==> src/rtl/mu0_mem_pkg.sv <==
// Shared definitions for the MU0 memory responder: FSM encoding, port addresses
// and the wait-state counter width.
package mu0_mem_pkg;

    typedef enum logic [1:0] {
        IDLE = 2'd0,
        WAIT = 2'd1,
        DONE = 2'd2
    } state_t;

    localparam logic [11:0] PORT_OUT_ADDR = 12'hFFE;
    localparam logic [11:0] PORT_IN_ADDR  = 12'hFFF;
    localparam int          CNT_W         = 4;

endpackage

==> src/rtl/mu0_ram_sp.sv <==
// Single-port word RAM: synchronous write, registered read updated only when re is high.
module mu0_ram_sp #(
    parameter int ADDR_W = 8
) (
    input  logic              clk,
    input  logic              rst,
    input  logic              we,
    input  logic              re,
    input  logic [ADDR_W-1:0] addr,
    input  logic [15:0]       wdata,
    output logic [15:0]       rdata
);

    logic [15:0] mem [2**ADDR_W];
    logic [15:0] rdata_d;
    logic [15:0] rdata_q;

    // Contents are deliberately not reset; only the read register is.
    always_ff @(posedge clk) begin
        if (we) begin
            mem[addr] <= wdata;
        end
    end

    always_comb begin
        rdata_d = rdata_q;
        if (re) begin
            rdata_d = mem[addr];
        end
    end

    always_ff @(posedge clk or posedge rst) begin
        if (rst) begin
            rdata_q <= '0;
        end else begin
            rdata_q <= rdata_d;
        end
    end

    assign rdata = rdata_q;

endmodule

==> src/rtl/mu0_mem_responder.sv <==
// MU0 bus responder: RAM plus one output and one input port, with programmable
// wait states and a four-phase Ready handshake.
module mu0_mem_responder
    import mu0_mem_pkg::*;
#(
    parameter int ADDR_W      = 8,
    parameter int WAIT_CYCLES = 2
) (
    input  logic        Clk,
    input  logic        Reset,
    input  logic        Rd,
    input  logic        Wr,
    input  logic [11:0] Addr,
    input  logic [15:0] Dout,
    output logic [15:0] Din,
    output logic        Ready,
    output logic        Err,
    output logic [15:0] PortOut,
    input  logic [15:0] PortIn
);

    localparam logic [CNT_W-1:0] WAIT_INIT =
        (WAIT_CYCLES == 0) ? '0 : CNT_W'(WAIT_CYCLES - 1);

    state_t            state_q, state_d;
    logic [CNT_W-1:0]  cnt_q, cnt_d;
    logic [11:0]       addr_q, addr_d;
    logic [15:0]       dout_q, dout_d;
    logic              rd_q, rd_d;
    logic              wr_q, wr_d;
    logic              err_q, err_d;
    logic              ready_q, ready_d;
    logic [15:0]       port_out_q, port_out_d;
    logic [15:0]       port_rd_q, port_rd_d;
    logic              ram_sel_q, ram_sel_d;

    logic              complete;
    logic [11:0]       eff_addr;
    logic [15:0]       eff_dout;
    logic              eff_rd, eff_wr, rd_only;
    logic              is_port_out, is_port_in;
    logic              ram_we, ram_re;
    logic [15:0]       ram_rdata;

    // With zero wait states the completion edge is also the sampling edge, so
    // the live bus values are used then; otherwise the latched copies.
    always_comb begin
        eff_addr    = (state_q == IDLE) ? Addr : addr_q;
        eff_dout    = (state_q == IDLE) ? Dout : dout_q;
        eff_rd      = (state_q == IDLE) ? Rd   : rd_q;
        eff_wr      = (state_q == IDLE) ? Wr   : wr_q;
        rd_only     = eff_rd & ~eff_wr;
        is_port_out = (eff_addr == PORT_OUT_ADDR);
        is_port_in  = (eff_addr == PORT_IN_ADDR);
    end

    always_comb begin
        state_d    = state_q;
        cnt_d      = cnt_q;
        addr_d     = addr_q;
        dout_d     = dout_q;
        rd_d       = rd_q;
        wr_d       = wr_q;
        err_d      = err_q;
        ready_d    = ready_q;
        port_out_d = port_out_q;
        port_rd_d  = port_rd_q;
        ram_sel_d  = ram_sel_q;
        complete   = 1'b0;

        case (state_q)
            IDLE: begin
                if (Rd | Wr) begin
                    addr_d = Addr;
                    dout_d = Dout;
                    rd_d   = Rd;
                    wr_d   = Wr;
                    if (WAIT_CYCLES == 0) begin
                        state_d  = DONE;
                        complete = 1'b1;
                    end else begin
                        state_d = WAIT;
                        cnt_d   = WAIT_INIT;
                    end
                end
            end
            WAIT: begin
                if (cnt_q == '0) begin
                    state_d  = DONE;
                    complete = 1'b1;
                end else begin
                    cnt_d = cnt_q - 1'b1;
                end
            end
            DONE: begin
                if (!Rd && !Wr) begin
                    state_d = IDLE;
                    ready_d = 1'b0;
                    err_d   = 1'b0;
                end
            end
            default: state_d = IDLE;
        endcase

        if (complete) begin
            ready_d = 1'b1;
            err_d   = eff_rd & eff_wr;
            if (eff_wr && is_port_out) begin
                port_out_d = eff_dout;
            end
            if (rd_only) begin
                if (is_port_out) begin
                    port_rd_d = port_out_q;
                    ram_sel_d = 1'b0;
                end else if (is_port_in) begin
                    port_rd_d = PortIn;
                    ram_sel_d = 1'b0;
                end else begin
                    ram_sel_d = 1'b1;
                end
            end
        end
    end

    always_ff @(posedge Clk or posedge Reset) begin
        if (Reset) begin
            state_q    <= IDLE;
            cnt_q      <= '0;
            addr_q     <= '0;
            dout_q     <= '0;
            rd_q       <= 1'b0;
            wr_q       <= 1'b0;
            err_q      <= 1'b0;
            ready_q    <= 1'b0;
            port_out_q <= '0;
            port_rd_q  <= '0;
            ram_sel_q  <= 1'b0;
        end else begin
            state_q    <= state_d;
            cnt_q      <= cnt_d;
            addr_q     <= addr_d;
            dout_q     <= dout_d;
            rd_q       <= rd_d;
            wr_q       <= wr_d;
            err_q      <= err_d;
            ready_q    <= ready_d;
            port_out_q <= port_out_d;
            port_rd_q  <= port_rd_d;
            ram_sel_q  <= ram_sel_d;
        end
    end

    assign ram_we = complete & eff_wr  & ~is_port_out & ~is_port_in;
    assign ram_re = complete & rd_only & ~is_port_out & ~is_port_in;

    mu0_ram_sp #(
        .ADDR_W (ADDR_W)
    ) u_ram (
        .clk   (Clk),
        .rst   (Reset),
        .we    (ram_we),
        .re    (ram_re),
        .addr  (eff_addr[ADDR_W-1:0]),
        .wdata (eff_dout),
        .rdata (ram_rdata)
    );

    // Din is a mux of two registered sources, so it is stable between completions.
    assign Din     = ram_sel_q ? ram_rdata : port_rd_q;
    assign Ready   = ready_q;
    assign Err     = err_q;
    assign PortOut = port_out_q;

endmodule

==> config.mk <==
export PLATFORM = sky130hd
export DESIGN_NAME = mu0_mem_responder
export DESIGN_NICKNAME = d
export VERILOG_FILES = /design/src/rtl/mu0_mem_pkg.sv /design/src/rtl/mu0_ram_sp.sv /design/src/rtl/mu0_mem_responder.sv
export SDC_FILE = /design/constraint.sdc
export NUM_CORES = 2
export LEC_CHECK = 0
export BUFFER_PORTS_ARGS = -buffer_cell sky130_fd_sc_hd__buf_2
export CAP_MARGIN = 20
export CORE_ASPECT_RATIO = 1.2
export CORE_UTILIZATION = 45
export CTS_BUF_LIST = sky130_fd_sc_hd__clkbuf_4
export DETAILED_ROUTE_END_ITERATION = 12
export PLACE_DENSITY = 0.6
export SYNTH_ARGS = -nofsm -noshare
export SYNTH_HDL_FRONTEND = slang
export SYNTH_SLANG_ARGS = --single-unit
==> constraint.sdc <==
create_clock -name Clk -period 9 [get_ports Clk]
set_input_delay 0.45 -clock Clk [delete_from_list [all_inputs] [get_ports Clk]]
set_output_delay 0.45 -clock Clk [all_outputs]
set_load 0.05 [all_outputs]
==> flow_summary_export.csv <==
group,metric,value,unit
synth,syn_nets,8430,
drt,avgRoutedWirePerCell,31.7,µm
clocking,cts_tree,"built",
floorplanning,start_util,0.452,
worst_setup_path,cp_max_fo,70,
synth,ys_ff_latch,4183,
worst_setup_path,worst-setup-path-type,"reg -> reg",
global_route,track_usage,0.261,
floorplanning,fp.dieArea,346000,µm²
synth,synthCells,8380,
drt,drcViolationCount,0,
power,vdd_ir_drop_max,379,µV
clocking,cts-htree-levels,6,
cells_and_area,num-fill-cells,27700,
placement,placedCellCount,12800,
power,power.density,353,nW/µm²
synth,synth_area_leaders,"edfxtp_1, a221oi_1, a22o_1",
drt,dr.pass1.iters,8,
global_route,antenna_found_initial,30,
synth,seq_area_frac_synth,0.810,
clocking,clock_path_buffers,4,
clocking,cts_inserted_buffers,945,
run_status,status,"complete, but fails checks",
worst_setup_path,start_kind,"register",
global_route,grt_max_degree,224,
power,p_switching,23.2,mW
power,power,61.7,mW
hold_path,min_path_type,"in -> async",
global_route,grt_pass1_vias,90700,
sta,rsz0062_at_grt,"no",
drt,ant_nets,0,
sta,setup_tns,0,ns
drt,vias,92200,
floorplanning,die_h,644,µm
floorplanning,io_pins,82,
sta,slew_viol_final,100,
placement,io_buffers,81,
sta,fin_crit,5.84,ns
sta,max_freq,171,MHz
floorplanning,die_w,537,µm
sta,tightest_slew,1.65,ns
power,seq_power_share,0.419,
clocking,clk_latency,1.50,ns
clocking,post_cts_resized,0,
placement,gp_congestion,0.872,
cells_and_area,stdcell_area,175000,µm²
synth,yosysMostFrequentCell,"edfxtp_1",
sta,finalHoldViolCount,0,
synth,synth_top_cell_by_area,"edfxtp_1",
power,clock_power_share,0.236,
synth,yosys-top-cells-count,"edfxtp_1, a221oi_1, a22o_1, o22ai_1, buf_2",
synth,syn-cell-area,155000,µm²
floorplanning,rows,235,
cells_and_area,drive_gt1_frac,0.213,
placement,dp_hpwl,253000,µm
placement,post_dp_cell_area,162000,µm²
global_route,gr-total-overflow,0,
synth,synth.distinct_cells,47,
worst_setup_path,crit_arrival,7.18,ns
synth,synthFlopType,"edfxtp_1",
synth,avgSynthCellArea,18.4,µm²
cells_and_area,final_cell_count_no_fill,14600,
drt,drtIter0Drc,10800,
sta,max_slew_margin,-0.0995,
synth,synth_warnings,0,
global_route,grt_pass1_wl,652000,µm
power,leakagePower,55.9,nW
cells_and_area,syn2layout_area_growth,13.1,%
cells_and_area,final_util,0.512,
worst_setup_path,required,10.35,ns
power,p_int,38.5,mW
sta,setup_viol,0,
drt,routed_wl,462000,µm
sta,post-route-period-util,0.649,
cells_and_area,finalNetCount,9364,
sta,skew,0.150,ns
clocking,clk_pin_slew,0.07,ns
run_status,violations,"slew limit",
power,combPwrFrac,0.345,
synth,synth_top_area_share,0.796,
power,switching_share,0.376,
synth,async_flop_share,0.0208,
clocking,cts_sinks,4183,
run,max_cap_viol_count,0,
drt,routed_via_density,6.33,
clocking,cts-root-buf,"clkbuf_4",
worst_setup_path,worst_setup_path_end_kind,"register",
floorplanning,core-area,342000,µm²
synth,synth_edf_count,4096,
==> cell usage in the layout (no fill, tap or decap), types with 26 or more instances in the layout <==
cell           instances
nand4_1               26
buf_2                 83
dfrtp_1               87
clkinv_2              32
mux2_2                60
o21ai_1               59
buf_4                406
buf_12                39
o21ai_0              210
a21oi_1              102
dlygate4sd3_1        111
nand2_1               92
clkinv_1             213
a221oi_1             945
edfxtp_1            4096
o22ai_1              480
a22oi_1              160
a22o_1               944
a41oi_1               31
clkbuf_4            1395
nor2_1               257
==> state kept, by name, summed over array words and instances (netlist names) <==
register / cells
u_ram.mem: 4096
Err: 1
Ready: 1
wr_q: 1
dout_q: 16
rd_q: 1
ram_sel_q: 1
u_ram.rdata: 16
state_q: 2
port_rd_q: 16
PortOut: 16
cnt_q: 4
addr_q: 12
==> metrics by stage <==
step,setup slack (ns),hold WS (ns)
after floorplan,3.38,0.446
after CTS,3.24,0.0293
final,3.16,0.215
after global placement,2.30,0.459
after global routing,3.15,0.188
after detailed placement,3.30,0.472
==> critical path, stage by stage (launching register included) <==
cell,delay [ns]
dfrtp_1,0.59
nor2_8,0.24
o21ai_4,0.93
buf_12,0.39
buf_4,0.64
buf_4,0.70
a22o_1,0.23
a221oi_1,0.06
o22ai_1,0.25
o21ai_0,0.19
a41oi_1,1.01
a2111oi_0,0.20
o21ai_1,0.18
==> repair_timing <==
action                                 CTS  global route
setup buffers                            0             0
endpoints found under the hold margin  824             0
hold buffers                           111             0
==> worst paths after layout <==
| path | start | endpoint | slack, ns | cells past startpoint |
|---|---|---|---|---|
| max in group asynchronous | Reset | u_ram.rdata[8]$_DFFE_PP0P_ | 7.18 | 5 |
| worst min-delay path | Reset | PortOut[10]$_DFFE_PP0P_ | 0.22 | 4 |
| worst min register to register | port_rd_q[15]$_DFFE_PP0P_ | port_rd_q[15]$_DFFE_PP0P_ | 0.49 | 2 |
| worst max-delay path | state_q[1]$_DFFE_PP0P_ | u_ram.rdata[10]$_DFFE_PP0P_ | 3.16 | 12 |
| worst max register to register | state_q[1]$_DFFE_PP0P_ | u_ram.rdata[10]$_DFFE_PP0P_ | 3.16 | 12 |
| min in group Clk | Dout[6] | u_ram.mem[155][6]$_DFFE_PP_ | 0.37 | 4 |
==> cell families (layout without fill, tap and decap cells) <==
kind of cell               Yosys count  in the layout  share of synthesized area
muxes                               77             77                    0.00547
buffers and inverters              663           2333                     0.0206
other                                0             22                          0
adders and majority gates            2              2                   0.000162
AOI/OAI and AO/OA                 2970           2970                      0.150
xor gates and xnor gates             2              2                   0.000113
and+or+nand+nor                    483            483                     0.0134
DFF                               4183           4183                      0.810
==> per-layer routing <==
layer | wire length, µm | share of wire | track usage
met4 | 19400 | 0.042 | 0.118
met5 | 193 | 0.00042 | 0
met1 | 175000 | 0.38 | 0.336
met2 | 222000 | 0.48 | 0.418
met3 | 45600 | 0.099 | 0.0640
==> power by group through the flow <==
stage	clock network (mW)	logic, mW	registers, mW
after floorplan	0	11.9	27.2
after global placement	0	20.6	26.2
after detailed placement	0	21.0	26.2
after CTS	14.8	21.1	25.8
after global routing	15.7	22.2	25.8
final	14.6	21.3	25.8
==> area by class of cell <==
| cell class | count | area, µm² | share of cell area |
|---|---|---|---|
| Clock inverter | 288 | 1460 | 0.00837 |
| Antenna cell | 22 | 55.1 | 0.000315 |
| Inverter | 6 | 23.8 | 0.000136 |
| Sequential cell | 4183 | 125000 | 0.716 |
| Tap cell | 4503 | 5630 | 0.0322 |
| Multi-Input combinational cell | 3534 | 26600 | 0.152 |
| Clock buffer | 1395 | 10500 | 0.0599 |
| Timing Repair Buffer | 644 | 5440 | 0.0311 |
Power figures use the tool's default switching activity.
